===== src/rtl/arb_pkg.sv =====
// Shared definitions for the registered round-robin / fixed-priority arbiter.
//   MODE_FIXED / MODE_RR : arbitration policy selectors for the MODE parameter
//   arb_state_e          : two-state FSM encoding (idle / grant held)
//   clog2_min1()         : ceil(log2(v)) clamped to at least 1, used to size
//                          index and counter fields so N=1 or MAX_HOLD=0 still
//                          produce legal one-bit vectors
package arb_pkg;

    localparam int MODE_FIXED = 0;
    localparam int MODE_RR    = 1;

    typedef enum logic {
        ARB_IDLE  = 1'b0,
        ARB_GRANT = 1'b1
    } arb_state_e;

    function automatic int clog2_min1(input int v);
        return (v > 1) ? $clog2(v) : 1;
    endfunction

endpackage


===== src/rtl/arbiter_rr_if.sv =====
// Request/grant bundle between N bus masters and the arbiter.
//   req       : request vector, bit i = requester i (driven by the masters)
//   gnt       : one-hot grant or all zero
//   gnt_valid : |gnt
//   gnt_id    : index of the granted bit, holds its last value when idle
// Modports:
//   master : requester side (drives req, observes the grant)
//   slave  : arbiter side (samples req, drives the grant)
interface arbiter_rr_if import arb_pkg::*; #(
    parameter int N = 8
);
    localparam int IW = clog2_min1(N);

    logic [N-1:0]  req;
    logic [N-1:0]  gnt;
    logic          gnt_valid;
    logic [IW-1:0] gnt_id;

    modport master (
        output req,
        input  gnt,
        input  gnt_valid,
        input  gnt_id
    );

    modport slave (
        input  req,
        output gnt,
        output gnt_valid,
        output gnt_id
    );

endinterface


===== src/rtl/arb_pick.sv =====
// Combinational winner selection.
//   req     : raw request vector
//   exclude : mask of requesters that may not win this round (current holder)
//   ptr     : round-robin start index (ignored in fixed-priority mode)
//   win     : one-hot winner, zero when nothing is eligible
//   win_id  : encoded winner index (0 when nothing is eligible)
//   any     : at least one eligible requester
// Both policies share one search: the eligible vector is doubled, the lower
// copy is masked below ptr, and the lowest set bit of the doubled vector is
// the winner. In fixed mode the mask is all ones, so the search reduces to
// plain lowest-index priority.
module arb_pick import arb_pkg::*; #(
    parameter int N    = 8,
    parameter int MODE = MODE_RR,
    localparam int IW  = clog2_min1(N)
) (
    input  logic [N-1:0]  req,
    input  logic [N-1:0]  exclude,
    input  logic [IW-1:0] ptr,
    output logic [N-1:0]  win,
    output logic [IW-1:0] win_id,
    output logic          any
);

    logic [N-1:0]   elig;
    logic [N-1:0]   thermo;
    logic [2*N-1:0] dbl;
    logic [IW:0]    pos;

    assign elig = req & ~exclude;
    assign any  = |elig;

    // thermo[i] = 1 for positions at or after the round-robin pointer
    genvar gi;
    generate
        for (gi = 0; gi < N; gi++) begin : g_thermo
            if (MODE == MODE_RR) begin : g_rr
                assign thermo[gi] = (IW'(gi) >= ptr);
            end else begin : g_fixed
                assign thermo[gi] = 1'b1;
            end
        end
    endgenerate

    // Upper copy catches the wrap-around from N-1 back to 0.
    assign dbl = {elig, elig & thermo};

    // Scan from the top so the last hit written is the lowest set bit.
    always_comb begin
        pos = '0;
        for (int i = 2 * N - 1; i >= 0; i--) begin
            if (dbl[i]) begin
                pos = (IW + 1)'(i);
            end
        end
    end

    assign win_id = (pos >= (IW + 1)'(N)) ? IW'(pos - (IW + 1)'(N)) : IW'(pos);

    generate
        for (gi = 0; gi < N; gi++) begin : g_win
            assign win[gi] = any && (win_id == IW'(gi));
        end
    endgenerate

endmodule


===== src/rtl/arbiter_rr.sv =====
// Registered N-requester arbiter with fixed-priority or round-robin policy,
// grant hold while the holder keeps requesting, and a bounded hold time that
// forces rotation when other requesters are waiting.
//   clk   : clock, all state on the rising edge
//   rst_n : synchronous active-low reset
//   bus   : arbiter_rr_if slave modport (req in; gnt, gnt_valid, gnt_id out)
// Parameters:
//   N        : number of requesters (>= 1)
//   MODE     : MODE_FIXED (bit 0 highest) or MODE_RR
//   MAX_HOLD : max consecutive grant cycles while others wait, 0 = unlimited
// All outputs come straight from registers; req never reaches an output
// combinationally.
module arbiter_rr import arb_pkg::*; #(
    parameter int N        = 8,
    parameter int MODE     = MODE_RR,
    parameter int MAX_HOLD = 4
) (
    input  logic         clk,
    input  logic         rst_n,
    arbiter_rr_if.slave  bus
);

    localparam int IW = clog2_min1(N);
    localparam int HW = clog2_min1(MAX_HOLD + 1);
    localparam logic [HW-1:0] HOLD_LIMIT = HW'(MAX_HOLD);

    arb_state_e    state_reg;
    logic [N-1:0]  gnt_reg;
    logic          gnt_valid_reg;
    logic [IW-1:0] gnt_id_reg;
    logic [IW-1:0] ptr_reg;
    logic [HW-1:0] hold_cnt_reg;

    logic [N-1:0]  exclude;
    logic [N-1:0]  win;
    logic [IW-1:0] win_id;
    logic          win_any;
    logic          holder_req;
    logic          hold_full;
    logic          take_win;
    logic          go_idle;
    logic [IW-1:0] ptr_next;

    // While a grant is held the holder is masked out, so win_any means
    // "someone else is pending" and win is the re-arbitration result.
    // In IDLE nothing is masked and win_any is simply |req.
    assign exclude = (state_reg == ARB_GRANT) ? gnt_reg : '0;

    arb_pick #(
        .N    (N),
        .MODE (MODE)
    ) u_pick (
        .req     (bus.req),
        .exclude (exclude),
        .ptr     (ptr_reg),
        .win     (win),
        .win_id  (win_id),
        .any     (win_any)
    );

    assign holder_req = |(bus.req & gnt_reg);
    assign hold_full  = (MAX_HOLD != 0) && (hold_cnt_reg == HOLD_LIMIT);

    // A new holder is installed when idle with requests, when the holder
    // released, or when its hold budget ran out with a competitor waiting.
    assign take_win = win_any &&
                      ((state_reg == ARB_IDLE) || !holder_req || hold_full);
    assign go_idle  = (state_reg == ARB_GRANT) && !holder_req && !win_any;

    // Pointer moves just past the new winner, wrapping at N (not 2^IW).
    assign ptr_next = (win_id == IW'(N - 1)) ? '0 : win_id + 1'b1;

    always_ff @(posedge clk) begin
        if (!rst_n) begin
            state_reg     <= ARB_IDLE;
            gnt_reg       <= '0;
            gnt_valid_reg <= 1'b0;
            gnt_id_reg    <= '0;
            ptr_reg       <= '0;
            hold_cnt_reg  <= '0;
        end else if (take_win) begin
            state_reg     <= ARB_GRANT;
            gnt_reg       <= win;
            gnt_valid_reg <= 1'b1;
            gnt_id_reg    <= win_id;
            ptr_reg       <= ptr_next;
            hold_cnt_reg  <= HW'(1);
        end else if (go_idle) begin
            state_reg     <= ARB_IDLE;
            gnt_reg       <= '0;
            gnt_valid_reg <= 1'b0;
            hold_cnt_reg  <= '0;
        end else if (state_reg == ARB_GRANT) begin
            // Holder keeps the grant. Budget exhausted with no competitor:
            // restart the count rather than dropping the grant.
            if (hold_full) begin
                hold_cnt_reg <= HW'(1);
            end else if (MAX_HOLD != 0) begin
                hold_cnt_reg <= hold_cnt_reg + 1'b1;
            end
        end
    end

    assign bus.gnt       = gnt_reg;
    assign bus.gnt_valid = gnt_valid_reg;
    assign bus.gnt_id    = gnt_id_reg;

endmodule

===== src/flat_wrapper.sv =====
// flat-port wrapper written by rule: the top's interface ports become plain ports
module arbiter_rr_flat import arb_pkg::*;
#(
    parameter int N        = 8,
    parameter int MODE     = MODE_RR,
    parameter int MAX_HOLD = 4
)
  (clk, rst_n, bus_req, bus_gnt, bus_gnt_valid, bus_gnt_id);
  arbiter_rr_if #(.N(N)) bus_i ();
  input  logic clk;
  input  logic rst_n;
  input wire logic [$bits(bus_i.req)-1:0] bus_req;
  output wire logic [$bits(bus_i.gnt)-1:0] bus_gnt;
  output wire logic [$bits(bus_i.gnt_valid)-1:0] bus_gnt_valid;
  output wire logic [$bits(bus_i.gnt_id)-1:0] bus_gnt_id;
  assign bus_i.req = bus_req;
  assign bus_gnt = bus_i.gnt;
  assign bus_gnt_valid = bus_i.gnt_valid;
  assign bus_gnt_id = bus_i.gnt_id;
  arbiter_rr #(.N(N), .MODE(MODE), .MAX_HOLD(MAX_HOLD)) u_core (.clk(clk), .rst_n(rst_n), .bus(bus_i));
endmodule

===== config.mk =====
export PLATFORM = sky130hd
export DESIGN_NAME = arbiter_rr_flat
export DESIGN_NICKNAME = d
export VERILOG_FILES = /design/src/rtl/arb_pkg.sv /design/src/rtl/arbiter_rr_if.sv /design/src/rtl/arb_pick.sv /design/src/rtl/arbiter_rr.sv /design/src/flat_wrapper.sv
export SDC_FILE = /design/constraint.sdc
export NUM_CORES = 1
export LEC_CHECK = 0
export CAP_MARGIN = 10
export CORE_MARGIN = 10
export CORE_UTILIZATION = 35
export DETAILED_ROUTE_END_ITERATION = 12
export GPL_TIMING_DRIVEN = 0
export HOLD_SLACK_MARGIN = 0.08
export SLEW_MARGIN = 30
export SYNTH_ARGS = -nofsm -noshare
export SYNTH_HDL_FRONTEND = slang
export SYNTH_SLANG_ARGS = --single-unit

===== constraint.sdc =====
create_clock -name clk -period 2.5 [get_ports clk]
set_input_delay 0.25 -clock clk [delete_from_list [all_inputs] [get_ports clk]]
set_output_delay 0.25 -clock clk [all_outputs]
set_load 0.05 [all_outputs]

After elaboration in Yosys (flattened, before gate mapping)
Cells that the tools add are included. Widths: inputs -> output; s select.

Register bits: 18. Bits in latches: 0. Bits in writable memories: 0. Memory bits (read-only): 0. Input port bits: 10. Word-level logic and storage cells: 80. Memories kept: 0.

$add $sub $neg: 3. $mul: 0. Divide/modulo/power cells: 0. $lt $le $gt $ge: 9. Equal/unequal tests: 8. Shift-type cells: 0. Muxes and demuxes: 27. Bitwise operators: 6. Reductions and logical operators: 21.

Operators with widths (number): $mux 4 (16); $and 8x8->8 (3); $mux 8 (3); $reduce_or 8->1 (2); $eq 3x3->1 const B (5); $ge 3x3->1 const A (4); $logic_and 1x1->1 (11); $mux 3 (3); $not 8->8 (1); $add 3x1->3 const B (2); $eq 3x2->1 const B (2); $ge 1x3->1 const A (2); $ge 2x3->1 const A (2); $mux 1 (5); $ge 4x4->1 const B (1); $eq 3x1->1 const B (1); $logic_not 3->1 (1); $reduce_bool 3->1 (1); $reduce_or 3->1 (1); $sub 3x1->3 const B (1); $logic_not 1->1 (2); $logic_or 1x1->1 (2); $not 1->1 (2); $reduce_bool 2->1 (1).

Depth between registers and ports, before layout
Depth in word-level cells: 24. Depth in mapped cells: 9.

Cells and area by module
From an unflattened synthesis, not the netlist that was laid out.

Cells, all modules: 165. Area total of the unflattened synthesis: 1375.1 um^2.

Modules (own cells, without submodules): arbiter_rr (times used 1, cells each 105, area an instance 960.9 um^2, seq. area each 360.3 um^2); arb_pick (times used 1, cells each 60, area an instance 414.1 um^2, seq. area each 0.0 um^2).

Least setup slack after synthesis
Ideal clock, no wire load.

Path type: reg-to-reg. From: register u_core.state_reg. To: register u_core.ptr_reg[1]. Setup time: 0.072 ns. Arrival time: 2.672 ns. Data required time: 2.428 ns. Setup slack: -0.243 ns. Cell stages (with the launch flop): 10. Buffers on the path: 2. Path through: dfxtp_1 -> buf_2 -> buf_1 -> o221a_2 -> o211ai_1 -> a31oi_1 -> inv_1 -> ha_1 -> or3_1 -> a21oi_1.

Cells in the longest elaborated chain, start to end: 23.

Ends and longest elaborated chain: start: declaration (RTL line arbiter_rr.sv:27) `arb_state_e state_reg;`; start signal: assignment (RTL line arbiter_rr.sv:75) `state_reg <= ARB_IDLE;`; start signal: assignment (RTL line arbiter_rr.sv:82) `state_reg <= ARB_GRANT;`; start signal: assignment (RTL line arbiter_rr.sv:89) `state_reg <= ARB_IDLE;`; $mux 8 (*) (RTL line arbiter_rr.sv:47) `assign exclude = (state_reg == ARB_GRANT) ? gnt_reg : '0;`; $not 8->8 (*) (RTL line arb_pick.sv:30) `assign elig = req & ~exclude;`; $and 8x8->8 (*) (RTL line arb_pick.sv:30); $mux 4 (15 in series) (RTL line arb_pick.sv:52) `if (dbl[i]) begin`; $mux 4 (*) (RTL line arb_pick.sv:52); named net u_core.u_pick.pos[1] (RTL line arb_pick.sv:28) `logic [IW:0] pos;`; $ge 4x4->1 / $sub 3x1->3 (equally long branches) (RTL line arb_pick.sv:58) `assign win_id = (pos >= (IW + 1)'(N)) ? IW'(pos - (IW + 1)'(N)) : IW'(pos);`; $mux 3 (*) (RTL line arb_pick.sv:58); $add 3x1->3 / $eq 3x3->1 (equally long branches) (RTL line arbiter_rr.sv:71) `assign ptr_next = (win_id == IW'(N - 1)) ? '0 : win_id + 1'b1;`; $mux 3 (*) (RTL line arbiter_rr.sv:71); end signal: assignment (RTL line arbiter_rr.sv:86) `ptr_reg <= ptr_next;`; end: declaration (RTL line arbiter_rr.sv:31) `logic [IW-1:0] ptr_reg;`.

The timed path passes the listed nets; every way through them passes the cells marked *. A chain may end at the register's enable or synchronous reset.

Worst setup path after layout
Same ends and word-level chain as after synthesis.

==> Flow_metrics.wiki <==
{| class="wikitable"
! Metric !! Value
|-
| Count of routing violations after the opening detailed-route iteration || 60
|-
| Cell at the root of the clock tree || clkbuf_4
|-
| Count of filler cells inserted in the layout || 351
|-
| Fraction of layout instances using a drive strength above 1 || 18.1%
|-
| Synth-to-layout area growth || 30.0%
|-
| Area enclosed by the die boundary || 6280 sq um
|-
| Vias in the first global route || 1112
|-
| DPL Wire Length || 2.59 mm
|-
| Setup crit end kind || flip-flop
|-
| Insertion delay to the later sink of the worst-skew pair || 0.29 ns
|-
| Total overflow reported by the global router || 0
|-
| Std cell rows || 21
|-
| Synth unique cells || 48
|-
| Max IR drop VDD || 0.000669 V
|-
| Number of buffers created by CTS || 3
|-
| Top FF cell, synth || dfxtp_1
|-
| Number of nets at the end of the flow || 194
|-
| Depth of the worst register-to-register path || 10
|-
| Longest individual stage delay on the worst path || roughly 0.37 ns
|-
| Headroom to the max-slew limit || 66.1%
|-
| Vias after detailed routing || ~1200
|-
| Status || finished, final reports clean
|-
| Post-route worst hold slack || 0.467 ns
|-
| Launching point of the worst reg2reg path || u_core.state_reg$_SDFFE_PN0P_
|-
| Count of endpoints failing hold in the final timing report || 0
|-
| Synthesized net count || 166
|-
| Die Y-Extent || 79.2 um
|-
| Startpoint types || flip-flop
|-
| Setup Viol. Count Final || 0
|-
| Highest Clock Rate || 416 MHz
|-
| Antenna violations before repair || 0
|-
| Slew of the pin with the lowest slew margin || 0.507 ns
|-
| Std-Cell Core Area || 3360 sq um
|-
| Largest net degree at the start of global routing || 11
|-
| Routability-driven placement congestion ratio || 0.832
|-
| Clock Sink Count || 18
|-
| Path category of the worst min-delay check || flip-flop to flip-flop
|-
| Final Max Slew Viols || 0
|-
| Cell area after technology mapping || 1230 sq um
|-
| Maximum buffer depth of the clock tree || 2
|-
| Data required time of the critical path || 2.72 ns
|-
| Antenna-violating nets left || 0
|-
| Number of buffers added to fix hold violations after cts || 0
|-
| Max-Cap Viols || 0
|-
| Ratio of final minimum period to clock period || 96.2%
|-
| Final Instance Count excl. Fillers || 223
|-
| Total wire length || 3.26 mm
|-
| Critical hold path startpoint || u_core.bus.gnt_id[0]$_SDFFE_PN0P_
|-
| Average footprint of a synthesized cell || 8.18 sq um
|-
| Boundary pin count || 22
|-
| Number of enable flip-flop cells after synthesis || 0
|-
| Routed WL per cell || 14.6 um
|-
| Gate count of the mapped netlist || 150
|-
| Cells along the critical path || clkbuf_4, a21bo_2, or3_4, nand2_1, a31oi_2, buf_4, and2_1, ha_1, or3_1, a21oi_1
|-
| Number of H-tree levels || 1
|-
| Die Width || roughly 80 um
|-
| Maximum fanout encountered on the critical timing path || 10
|-
| Global-route wire length before repair || 5.36 mm
|-
| Number of synthesis warnings || 0
|-
| Library cell contributing the largest single delay on the critical path || dfxtp_2
|-
| Flip-flop count of the largest register, all copies and words added || 8
|-
| Critical Setup Path Class || flip-flop to flip-flop
|-
| Worst Hold Depth || 2
|-
| Total of flip-flops plus latches after synthesis || 18
|-
| Power density relative to cell area || 962 nW/um^2
|-
| Setup repair after global routing missed its margin || false
|-
| Clock slew at the register clock pins of the worst setup and hold paths || 0.10 ns
|-
| PnR Total Power || 0.00154 W
|-
| Worst clock skew || between 0.007 and 0.008 ns
|-
| Final antenna diode count || 0
|-
| Global-route usage over all layers || 10.3%
|-
| Arrival time worst endpoint || 2.63 ns
|-
| Static Leak || 0.618 nW
|-
| Number of placed cells counting well taps || 217
|-
| Number of input and output port buffers inserted || 21
|-
| Origin of the worst setup path || u_core.state_reg$_SDFFE_PN0P_
|-
| DRC violations left || 0
|-
| Minimum clock period after layout || 2.40 ns
|-
| TritonCTS clock tree || built
|-
| Detailed-route vias per instance || 5.47
|-
| Sequential cell area fraction in the yosys report || 29.4%
|-
| TritonRoute pass-1 iters || 4
|-
| Initial cell density of the core || 36.5%
|-
| Ys async rst share || 0%
|}
[layout by cell type, fill, tap and decap left out, types with 5 or more instances in the layout]
cell             count
a22o_1               6
ha_1                 6
o211ai_1             5
nand2_1             17
nor2_1               7
a21oi_1             12
clkbuf_4             5
nand2b_1             6
clkdlybuf4s50_1     21
dfxtp_1             17
inv_1               10
[synthesized netlist by cell type, drive strengths merged, types with 4 or more instances]
| library cell | count | area share, % |
|---|---|---|
| buf | 4 | 2.0 |
| and2 | 5 | 2.8 |
| a21oi | 13 | 5.6 |
| o211ai | 5 | 3.1 |
| nand2b | 6 | 3.1 |
| dfxtp | 18 | 29 |
| nand2 | 17 | 5.2 |
| a22oi | 4 | 2.4 |
| a22o | 6 | 4.3 |
| a21boi | 5 | 3.4 |
| ha | 6 | 6.1 |
| nor2 | 7 | 2.1 |
| o21ai | 4 | 1.6 |
| inv | 10 | 3.1 |
[per-layer routing]
metal | track usage [%] | part of all wire, %
met2 | 15.5 | 44
met3 | 3.94 | 7.0
met1 | 13.8 | 48
met5 | 0 | 0
met4 | 1.61 | 0.43
[worst paths after layout]
path                                                     endpoint  slack (ns)
worst max-delay path               u_core.ptr_reg[1]$_SDFFE_PN0P_         0.1
worst min-delay path            u_core.bus.gnt_id[0]$_SDFFE_PN0P_        0.47
worst max register to register     u_core.ptr_reg[1]$_SDFFE_PN0P_         0.1
worst min register to register  u_core.bus.gnt_id[0]$_SDFFE_PN0P_        0.47
[per-stage QoR]
step                      setup slack [ns]  util [%]  setup TNS [ns]  cell area [sq um]
after floorplan                     0.0608         -               0               1230
after global placement              -0.408      44.5           -1.35               1500
after detailed placement            -0.407      44.5           -1.43               1500
after CTS                           0.0150      46.0               0               1550
after global routing               0.00534      47.4               0               1600
final                               0.0951      47.4               0               1600
[timing repair]
item                       4_1_cts  5_1_grt
setup endpoints to repair        1        3
resized for setup                2        8
setup buffers                    1        2
pin swaps                        2        2
[where the power goes]
part	internal (W)	total, W	switching (W)	leakage [nW]
logic	0.000379	0.000899	0.000520	0.449
registers	0.000363	0.000457	0.0000944	0.148
clock network	0.0000888	0.000178	0.0000896	0.0210
[cells by family after synthesis]
logic type	share of synthesized area, %
AO/OA/AOI/OAI	34.8
adder cells (fa/ha/maj)	6.12
buffers and inverters	5.71
AND/OR/NAND/NOR	23.2
multiplexers	0.816
flip-flops	29.4
[critical path: cells and delay by family, from the launching register on]
| kind | cells | cell delay [ns] |
|---|---|---|
| AND/OR/NAND/NOR | 4 | 0.95 |
| AO/OA/AOI/OAI | 3 | 0.43 |
| flip-flops | 1 | 0.37 |
| buffers and inverters | 2 | 0.37 |
| adder cells (fa/ha/maj) | 1 | 0.21 |
[area by class of cell]
cell class / instances / area [sq um] / share of cell area, %
Timing Repair Buffer: 24 / 233 / 14.6
Inverter: 11 / 41.3 / 2.59
Multi-Input combinational cell: 116 / 835 / 52.3
Sequential cell: 18 / 362 / 22.7
Tap cell: 46 / 57.6 / 3.61
Clock buffer: 4 / 36.3 / 2.27
Buffer: 4 / 31.3 / 1.96
(Power assumes the default switching activity.)
